## config.mk

```make
export PLATFORM = sky130hd
export DESIGN_NAME = data_mem_ctrl
export DESIGN_NICKNAME = d
export VERILOG_FILES = /design/src/rtl/dmem_pkg.sv /design/src/rtl/dmem_lane_align.sv /design/src/rtl/data_mem_ctrl.sv
export SDC_FILE = /design/constraint.sdc
export NUM_CORES = 1
export LEC_CHECK = 0
export CAP_MARGIN = 15
export CORE_ASPECT_RATIO = 1.75
export CORE_MARGIN = 2
export CORE_UTILIZATION = 44
export DETAILED_ROUTE_END_ITERATION = 16
export PLACE_DENSITY = 0.8
export SLEW_MARGIN = 5
export SYNTH_ARGS = -nofsm -noshare
export SYNTH_HDL_FRONTEND = slang
export SYNTH_SLANG_ARGS = --single-unit
```

## constraint.sdc

```tcl
create_clock -name clk_i -period 5.8 [get_ports clk_i]
set_input_delay 0.58 -clock clk_i [delete_from_list [all_inputs] [get_ports clk_i]]
set_output_delay 0.58 -clock clk_i [all_outputs]
set_load 0.05 [all_outputs]
```

## src/rtl/dmem_pkg.sv

```systemverilog
// rtl/dmem_pkg.sv - shared types and constants for the data memory controller
package dmem_pkg;

    typedef enum logic [1:0] {
        IDLE  = 2'd0,
        LOAD  = 2'd1,
        MERGE = 2'd2
    } dmem_state_e;

    localparam logic [1:0] SIZE_B = 2'b00;
    localparam logic [1:0] SIZE_H = 2'b01;
    localparam logic [1:0] SIZE_W = 2'b10;

    localparam int MASK_UNSIGNED_BIT = 2;

    // Size code 2'b11 is treated as a word everywhere.
    function automatic logic dmem_misaligned(input logic [1:0] size, input logic [1:0] offset);
        case (size)
            SIZE_B:  dmem_misaligned = 1'b0;
            SIZE_H:  dmem_misaligned = offset[0];
            default: dmem_misaligned = (offset != 2'b00);
        endcase
    endfunction

endpackage

```

## src/rtl/dmem_lane_align.sv

```systemverilog
// rtl/dmem_lane_align.sv - byte/half lane extract with extension, and lane merge for sub-word stores
module dmem_lane_align
    import dmem_pkg::*;
(
    input  logic [31:0] word_i,
    input  logic [1:0]  offset_i,
    input  logic [1:0]  size_i,
    input  logic        unsigned_i,
    input  logic [15:0] store_i,
    output logic [31:0] load_o,
    output logic [31:0] merge_o
);

    logic [7:0]  byte_sel;
    logic [15:0] half_sel;

    // Half lanes use only offset[1], so a misaligned half is forced onto its aligned lane.
    always_comb begin
        byte_sel = word_i[{offset_i, 3'b000} +: 8];
        half_sel = offset_i[1] ? word_i[31:16] : word_i[15:0];
        load_o   = word_i;
        merge_o  = word_i;
        case (size_i)
            SIZE_B: begin
                load_o = {{24{~unsigned_i & byte_sel[7]}}, byte_sel};
                merge_o[{offset_i, 3'b000} +: 8] = store_i[7:0];
            end
            SIZE_H: begin
                load_o = {{16{~unsigned_i & half_sel[15]}}, half_sel};
                if (offset_i[1]) merge_o[31:16] = store_i;
                else             merge_o[15:0]  = store_i;
            end
            default: begin
                load_o  = word_i;
                merge_o = word_i;
            end
        endcase
    end

endmodule

```

## src/rtl/data_mem_ctrl.sv

```systemverilog
// rtl/data_mem_ctrl.sv - CPU data memory controller (optional misaligned trap: DMEM_MISALIGN_TRAP_EN)
module data_mem_ctrl
    import dmem_pkg::*;
#(
    parameter int ADDR_W = 10
) (
    input  logic              clk_i,
    input  logic              reset_i,
    input  logic [31:0]       req_addr_i,
    input  logic [31:0]       req_wdata_i,
    input  logic              req_read_i,
    input  logic              req_write_i,
    input  logic [2:0]        req_mask_i,
    output logic              stall_o,
    output logic [31:0]       rdata_o,
    output logic              rdata_valid_o,
    output logic              fault_o,
    output logic [ADDR_W-1:0] mem_addr_o,
    output logic              mem_we_o,
    output logic [31:0]       mem_wdata_o,
    input  logic [31:0]       mem_rdata_i
);

    dmem_state_e     state_q, state_d;
    logic [ADDR_W+1:0] addr_q, addr_d;
    logic [2:0]      mask_q, mask_d;
    logic [15:0]     wdata_q, wdata_d;
    logic [31:0]     rdata_q, rdata_d;
    logic            fault_load_q, fault_load_d;

    logic [31:0]     load_data;
    logic [31:0]     merged_data;
    logic            misalign_req;
    logic            unused_addr_bits;

    assign unused_addr_bits = ^req_addr_i[31:ADDR_W+2];

`ifdef DMEM_MISALIGN_TRAP_EN
    assign misalign_req = dmem_misaligned(req_mask_i[1:0], req_addr_i[1:0]);
`else
    assign misalign_req = 1'b0;
`endif

    dmem_lane_align u_lane (
        .word_i     (mem_rdata_i),
        .offset_i   (addr_q[1:0]),
        .size_i     (mask_q[1:0]),
        .unsigned_i (mask_q[MASK_UNSIGNED_BIT]),
        .store_i    (wdata_q),
        .load_o     (load_data),
        .merge_o    (merged_data)
    );

    always_comb begin
        state_d       = state_q;
        addr_d        = addr_q;
        mask_d        = mask_q;
        wdata_d       = wdata_q;
        rdata_d       = rdata_q;
        fault_load_d  = fault_load_q;
        stall_o       = 1'b0;
        mem_we_o      = 1'b0;
        mem_wdata_o   = merged_data;
        mem_addr_o    = addr_q[ADDR_W+1:2];
        rdata_o       = rdata_q;
        rdata_valid_o = 1'b0;
        fault_o       = 1'b0;
        case (state_q)
            IDLE: begin
                if (req_read_i || req_write_i) begin
                    addr_d     = req_addr_i[ADDR_W+1:0];
                    mask_d     = req_mask_i;
                    wdata_d    = req_wdata_i[15:0];
                    mem_addr_o = req_addr_i[ADDR_W+1:2];
                    fault_o    = misalign_req;
                    if (req_write_i) begin
                        if (misalign_req) begin
                            state_d = IDLE;
                        end else if (req_mask_i[1:0] == SIZE_B || req_mask_i[1:0] == SIZE_H) begin
                            stall_o = 1'b1;
                            state_d = MERGE;
                        end else begin
                            mem_we_o    = 1'b1;
                            mem_wdata_o = req_wdata_i;
                        end
                    end else begin
                        stall_o      = 1'b1;
                        fault_load_d = misalign_req;
                        state_d      = LOAD;
                    end
                end
            end
            LOAD: begin
                rdata_d       = fault_load_q ? 32'd0 : load_data;
                rdata_o       = rdata_d;
                rdata_valid_o = 1'b1;
                fault_load_d  = 1'b0;
                state_d       = IDLE;
            end
            MERGE: begin
                mem_we_o = 1'b1;
                state_d  = IDLE;
            end
            default: state_d = IDLE;
        endcase
        // Reset must silence the request-driven IDLE paths as well as the state-driven ones.
        if (reset_i) begin
            stall_o       = 1'b0;
            mem_we_o      = 1'b0;
            rdata_valid_o = 1'b0;
            fault_o       = 1'b0;
            rdata_o       = 32'd0;
            mem_addr_o    = '0;
        end
    end

    always_ff @(posedge clk_i or posedge reset_i) begin
        if (reset_i) begin
            state_q      <= IDLE;
            addr_q       <= '0;
            mask_q       <= '0;
            wdata_q      <= '0;
            rdata_q      <= '0;
            fault_load_q <= 1'b0;
        end else begin
            state_q      <= state_d;
            addr_q       <= addr_d;
            mask_q       <= mask_d;
            wdata_q      <= wdata_d;
            rdata_q      <= rdata_d;
            fault_load_q <= fault_load_d;
        end
    end

endmodule

```

* After elaboration in Yosys (flattened, before gate mapping)
Index checks and enable logic that the tools add are counted.
** Storage, ports and cells
- Input port bits :: 103
- Word-level logic and storage cells :: 64
- Register bits after elaboration :: 66
** Operators by class
- Muxes and demuxes :: 35
- Shift-type cells :: 3
- Bitwise operators :: 3
- Equal/unequal tests :: 7
- Reduce and logical (&&, ||, !) cells :: 9
- Add/subtract/negate cells :: 1
** Operators by type and width (count)
- two-way mux 32 bit :: 7
- one-hot mux 32 bit (2 select lines) :: 2
- two-way mux 16 bit :: 3
- bitwise mux 32 bit :: 1
- variable shift 8 x 7 -> 32 bit (first input constant) :: 1
- indexed part select 32 x 6 -> 8 bit :: 1
- indexed part select 8 x 7 -> 32 bit :: 1
- two-way mux 10 bit :: 3
- two-way mux 1 bit :: 13
- two-way mux 2 bit :: 4
- negation 5 -> 7 bit :: 1
- == test 2 x 1 -> 1 bit (second input constant) :: 3
- zero test 2 bit :: 3
- != test 2 bit (second input constant) :: 2
- one-hot mux 1 bit (2 select lines) :: 2
- AND reduction 2 bit :: 2
- != test 3 bit (second input constant) :: 1
- AND reduction 3 bit :: 1
- AND 1 bit :: 2
- == test 2 bit (second input constant) :: 1
- logical OR 1 bit :: 2
- nonzero test 2 bit :: 1
- NOT 1 bit :: 1

* Longest topological paths before layout
- Depth after elaboration :: 8
- Depth in mapped cells :: 9
- Gate-level depth less buffers :: 6

* Cells and area by module
Synthesis repeated with hierarchy kept, for this count alone.
** Second synthesis, totals
- Cell total of the unflattened synthesis :: 561
- Area, all modules :: 5195.0 µm²
** By module, submodules not included
- data_mem_ctrl :: area an instance 3374.5 µm², cells an instance 253, times used 1, seq. area each 1626.6 µm²
- dmem_lane_align :: area an instance 1820.5 µm², cells an instance 308, times used 1, seq. area each 0.0 µm²

* Least setup slack after synthesis
No wires, ideal clock.
- Path type :: input to output
- From :: in reset_i
- To :: out mem_addr_o[8]
- Stages :: 4
- Data required time :: 5.220 ns
- Arrival time :: 3.500 ns
- Slack :: 1.720 ns
- Path buffers :: 2
- Cell sequence :: clkbuf_1 inv_1 clkbuf_1 and2_1
** On the way
- Cells in the longest elaborated chain, start to end :: 1
** Ends and longest elaborated chain
- start, declared :: RTL line data_mem_ctrl.sv:8 : input logic reset_i,
- two-way mux 10 bit :: RTL line data_mem_ctrl.sv:107 : if (reset_i) begin
- end, declared :: RTL line data_mem_ctrl.sv:18 : output logic [ADDR_W-1:0] mem_addr_o,
Every way passes these cells.

* Worst setup path in the final report
- From :: reg addr_q[0]
- To :: out mem_wdata_o[17]
** On the way
- Cells in the longest elaborated chain, start to end :: 8
- Elaborated cells between the ends (all ways) :: 9
** Ends and longest elaborated chain
- start, declared :: RTL line data_mem_ctrl.sv:25 : logic [ADDR_W+1:0] addr_q, addr_d;
- start signal, assigned :: RTL line data_mem_ctrl.sv:127 : addr_q <= addr_d;
- negation 5 -> 7 bit (*) :: RTL line dmem_lane_align.sv:26 : merge_o[{offset_i, 3'b000} +: 8] = store_i[7:0];
- indexed part select 8 x 7 -> 32 bit or variable shift 8 x 7 -> 32 bit (tied branches) :: RTL line dmem_lane_align.sv:26
- bitwise mux 32 bit (*) :: RTL line dmem_lane_align.sv:26
- one-hot mux 32 bit (2 select lines) (*) :: RTL line dmem_lane_align.sv:23 : case (size_i)
- two-way mux 32 bit :: RTL line data_mem_ctrl.sv:79 : end else if (req_mask_i[1:0] == SIZE_B || req_mask_i[1:0] == SIZE_H) begin
- two-way mux 32 bit :: RTL line data_mem_ctrl.sv:76 : if (req_write_i) begin
- two-way mux 32 bit :: RTL line data_mem_ctrl.sv:70 : if (req_read_i || req_write_i) begin
- two-way mux 32 bit (*) :: RTL line data_mem_ctrl.sv:68 : case (state_q)
- end, declared :: RTL line data_mem_ctrl.sv:20 : output logic [31:0] mem_wdata_o,
Every way passes the cells marked *; elsewhere a longest branch is shown, timed or not.

==> metrics.txt <==
DP HPWL=11500 um; post-synthesis async set-or-reset flop share=100%; drt drc=0; Sw Share=42.3%; fillcell total=828; Max Used Layer=met4; Post-Layout Cell Count=788; sequential fraction of design power=29.5%; Int Pwr=1220 uW; Pleak=0.00252 uW; initial antenna violation count=0; Resize count post-CTS=0; Hold Violations, Final=0; Root Buffer=clkbuf_16; status=complete, no violations; commonest non-fill, non-tap cell in the layout=clkdlybuf4s50_1; DRT Pass-1 Iters=8; Synth Register Bits=65; Hold Path Origin=addr_q[8]$_DFFE_PP0P_; Max Cap Viol=0; Yosys top cell area share=37.1%; die height=136 um; hold buffer count at cts=0; RR Endpoint=rdata_q[19]$_DFF_PP0_; post-route setup TNS=0 ns; ant diodes=0; Primary FF master, synth=dfrtp_1; Gate power share=47.1%; Hold Path Class=flip-flop to flip-flop; cell count after synthesis=522; num rows=48; syn nets=630; final WL=15500 um; nets@finish=768; leading cell types in the layout, fill and taps excluded=159 x clkdlybuf4s50_1, 75 x nor2_1, 65 x dfrtp_1, 58 x a21oi_1, 33 x nand2_1; Slew @ Worst Pin=0.969 ns; gr ovfl total=0; CTS Buffer Depth=2; Sw Pwr=897 uW; met1 wire length=5640 um; Tmin final=4.67 ns; Post-synth EDFFs=0; overall via count from detail_route=4704; Mapped Area=4380 um2; largest net degree at the start of global routing=56; Area Overhead vs Synth=43.3%; WP data arrival=4.09 ns; Clock Sinks=65; clk slew on worst S/H paths=0.05 ns; post-route ant nets=0; Skew-Pair Late Insertion Delay=0.33 ns; Worst Path Class, Setup=flip-flop to output pin; Initial Utilization=44.8%; post-synth cell types=48; Slew Limit Fails=0; Die X-Extent=79.4 um; met3 routed WL=1220 um; CP Launch Type=flip-flop; Hold EP=addr_q[8]$_DFFE_PP0P_; Worst setup EP type=output pin; Reg2Reg Launch Point=addr_q[0]$_DFFE_PP0P_; dpl cells=774; clock power share=23.4%; R2R Setup Slk=2.71 ns; DR vias/cell=5.97; RSZ-0062 raised after global routing=no; Num CTS Buffers=9; Power Dens Cells=338 nW/um2; area leader, netlist=dfrtp_1; Core Area=9790 um2; Iter 0 DRT Violations=552; cells on worst reg2reg path=5; DR WL met2=7650 um; GRT Util Overall=29.1%; num ports=181; max_slew headroom=35.3%; RD Place Congestion=0.973; first-pass GRT wire length=23700 um; endpoints failing setup=0; YS warnings=0; Tcrit/Tclk final=80.5%; register area share after synthesis=37.1%; share of cells above drive strength 1=9.20%; Worst Clk Skew=0.00730 ns; setup repair bufs after CTS=0; Syn Area/Cell=8.39 um2; Achievable Freq=214 MHz; DR WL/cell=19.7 um; vias in the first global route=4585; CP max FO=23; die area=10800 um2; worst-case vdd ir drop=0.204 mV; largest cells by area after synthesis=dfrtp_1 37%, mux2_2 7.5%, a21oi_1 6.6%, nor2_1 6.4%, and2_1 3.7%; worst endpoint required time=5.22 ns; TritonCTS clock tree=done; PortBufs=159; Hold Path Depth=1; CTS H-tree depth=3
registers in the layout, summed over array words and instances, names as in the netlist:
register,flops
state_q,2
addr_q,12
wdata_q,16
rdata_q,32
mask_q,3
critical path, stage by stage (launching register included):
cell and delay, ns:
dfrtp_1 0.86, inv_1 0.25, ha_1 0.41, nand2_1 0.05, or4_1 0.42, a211oi_2 0.65
a221o_1 0.28, clkdlybuf4s50_1 0.81
how the worst max path moves through the flow:
stage / startpoint / to / slack [ns] / cells past startpoint
2_1_floorplan: reset_i / mem_addr_o[8] / 1.72 / 4
3_3_place_gp: mem_rdata_i[31] / rdata_o[27] / 1.61 / 6
3_5_place_dp: mem_rdata_i[31] / rdata_o[27] / 1.56 / 6
4_1_cts: addr_q[0]$_DFFE_PP0P_ / mem_wdata_o[17] / 1.19 / 7
5_1_grt: addr_q[0]$_DFFE_PP0P_ / mem_wdata_o[22] / 0.97 / 7
6_report: addr_q[0]$_DFFE_PP0P_ / mem_wdata_o[17] / 1.13 / 7
stage by stage:
step	hold WS, ns	util [%]	setup slack, ns	area [um2]	power, uW
2_1_floorplan	0.466	-	1.72	4380	1280
3_3_place_gp	0.476	61.4	1.61	6010	1600
3_5_place_dp	0.482	61.4	1.56	6010	1620
4_1_cts	0.494	64.1	1.19	6280	2120
5_1_grt	0.497	64.1	0.973	6280	2210
6_report	0.489	64.1	1.13	6280	2120
final cells by class:
| type | instances | area (um2) | area share [%] |
|---|---|---|---|
| tap | 125 | 156 | 2.49 |
| timing repair buffer | 169 | 1670 | 26.5 |
| sequential | 65 | 1630 | 25.9 |
| inverter | 19 | 71.3 | 1.14 |
| multi-input combinational | 396 | 2490 | 39.6 |
| clock inverter | 3 | 17.5 | 0.279 |
| clock buffer | 11 | 253 | 4.03 |
synth_stat cells (10+ instances only):
master,number
mux2i_1,10
dfrtp_1,65
nor2_1,75
nand2b_1,15
a221oi_1,15
clkbuf_1,24
a21oi_1,58
buf_2,10
nand2_1,33
mux2_2,29
nor3_1,27
and2_1,26
o21ai_0,22
inv_1,19
kinds of logic after synthesis:
family	count (synthesis)	share of synthesized area (%)
AND/OR/NAND/NOR	212	24.4
AO/OA/AOI/OAI	138	20.6
flip-flops	65	37.1
buffers and inverters	61	6.11
multiplexers	40	10.3
adder cells (fa/ha/maj)	5	1.43
other	1	0.0856
routing by layer:
metal	track usage [%]	vias up
li1	-	2149
met1	34.3	2211
met2	48.3	285
met3	5.58	59
met4	17.4	0
met5	0	-
power by group through the flow:
stage                     Clock (uW)  Combinational [uW]  Sequential, uW
after global routing             524                1060             635
after floorplan                    0                 688             592
after detailed placement           0                 989             630
final                            497                 999             625
after global placement             0                 976             625
after CTS                        499                 994             623
No activity file was read; power rests on OpenSTA's default activity.
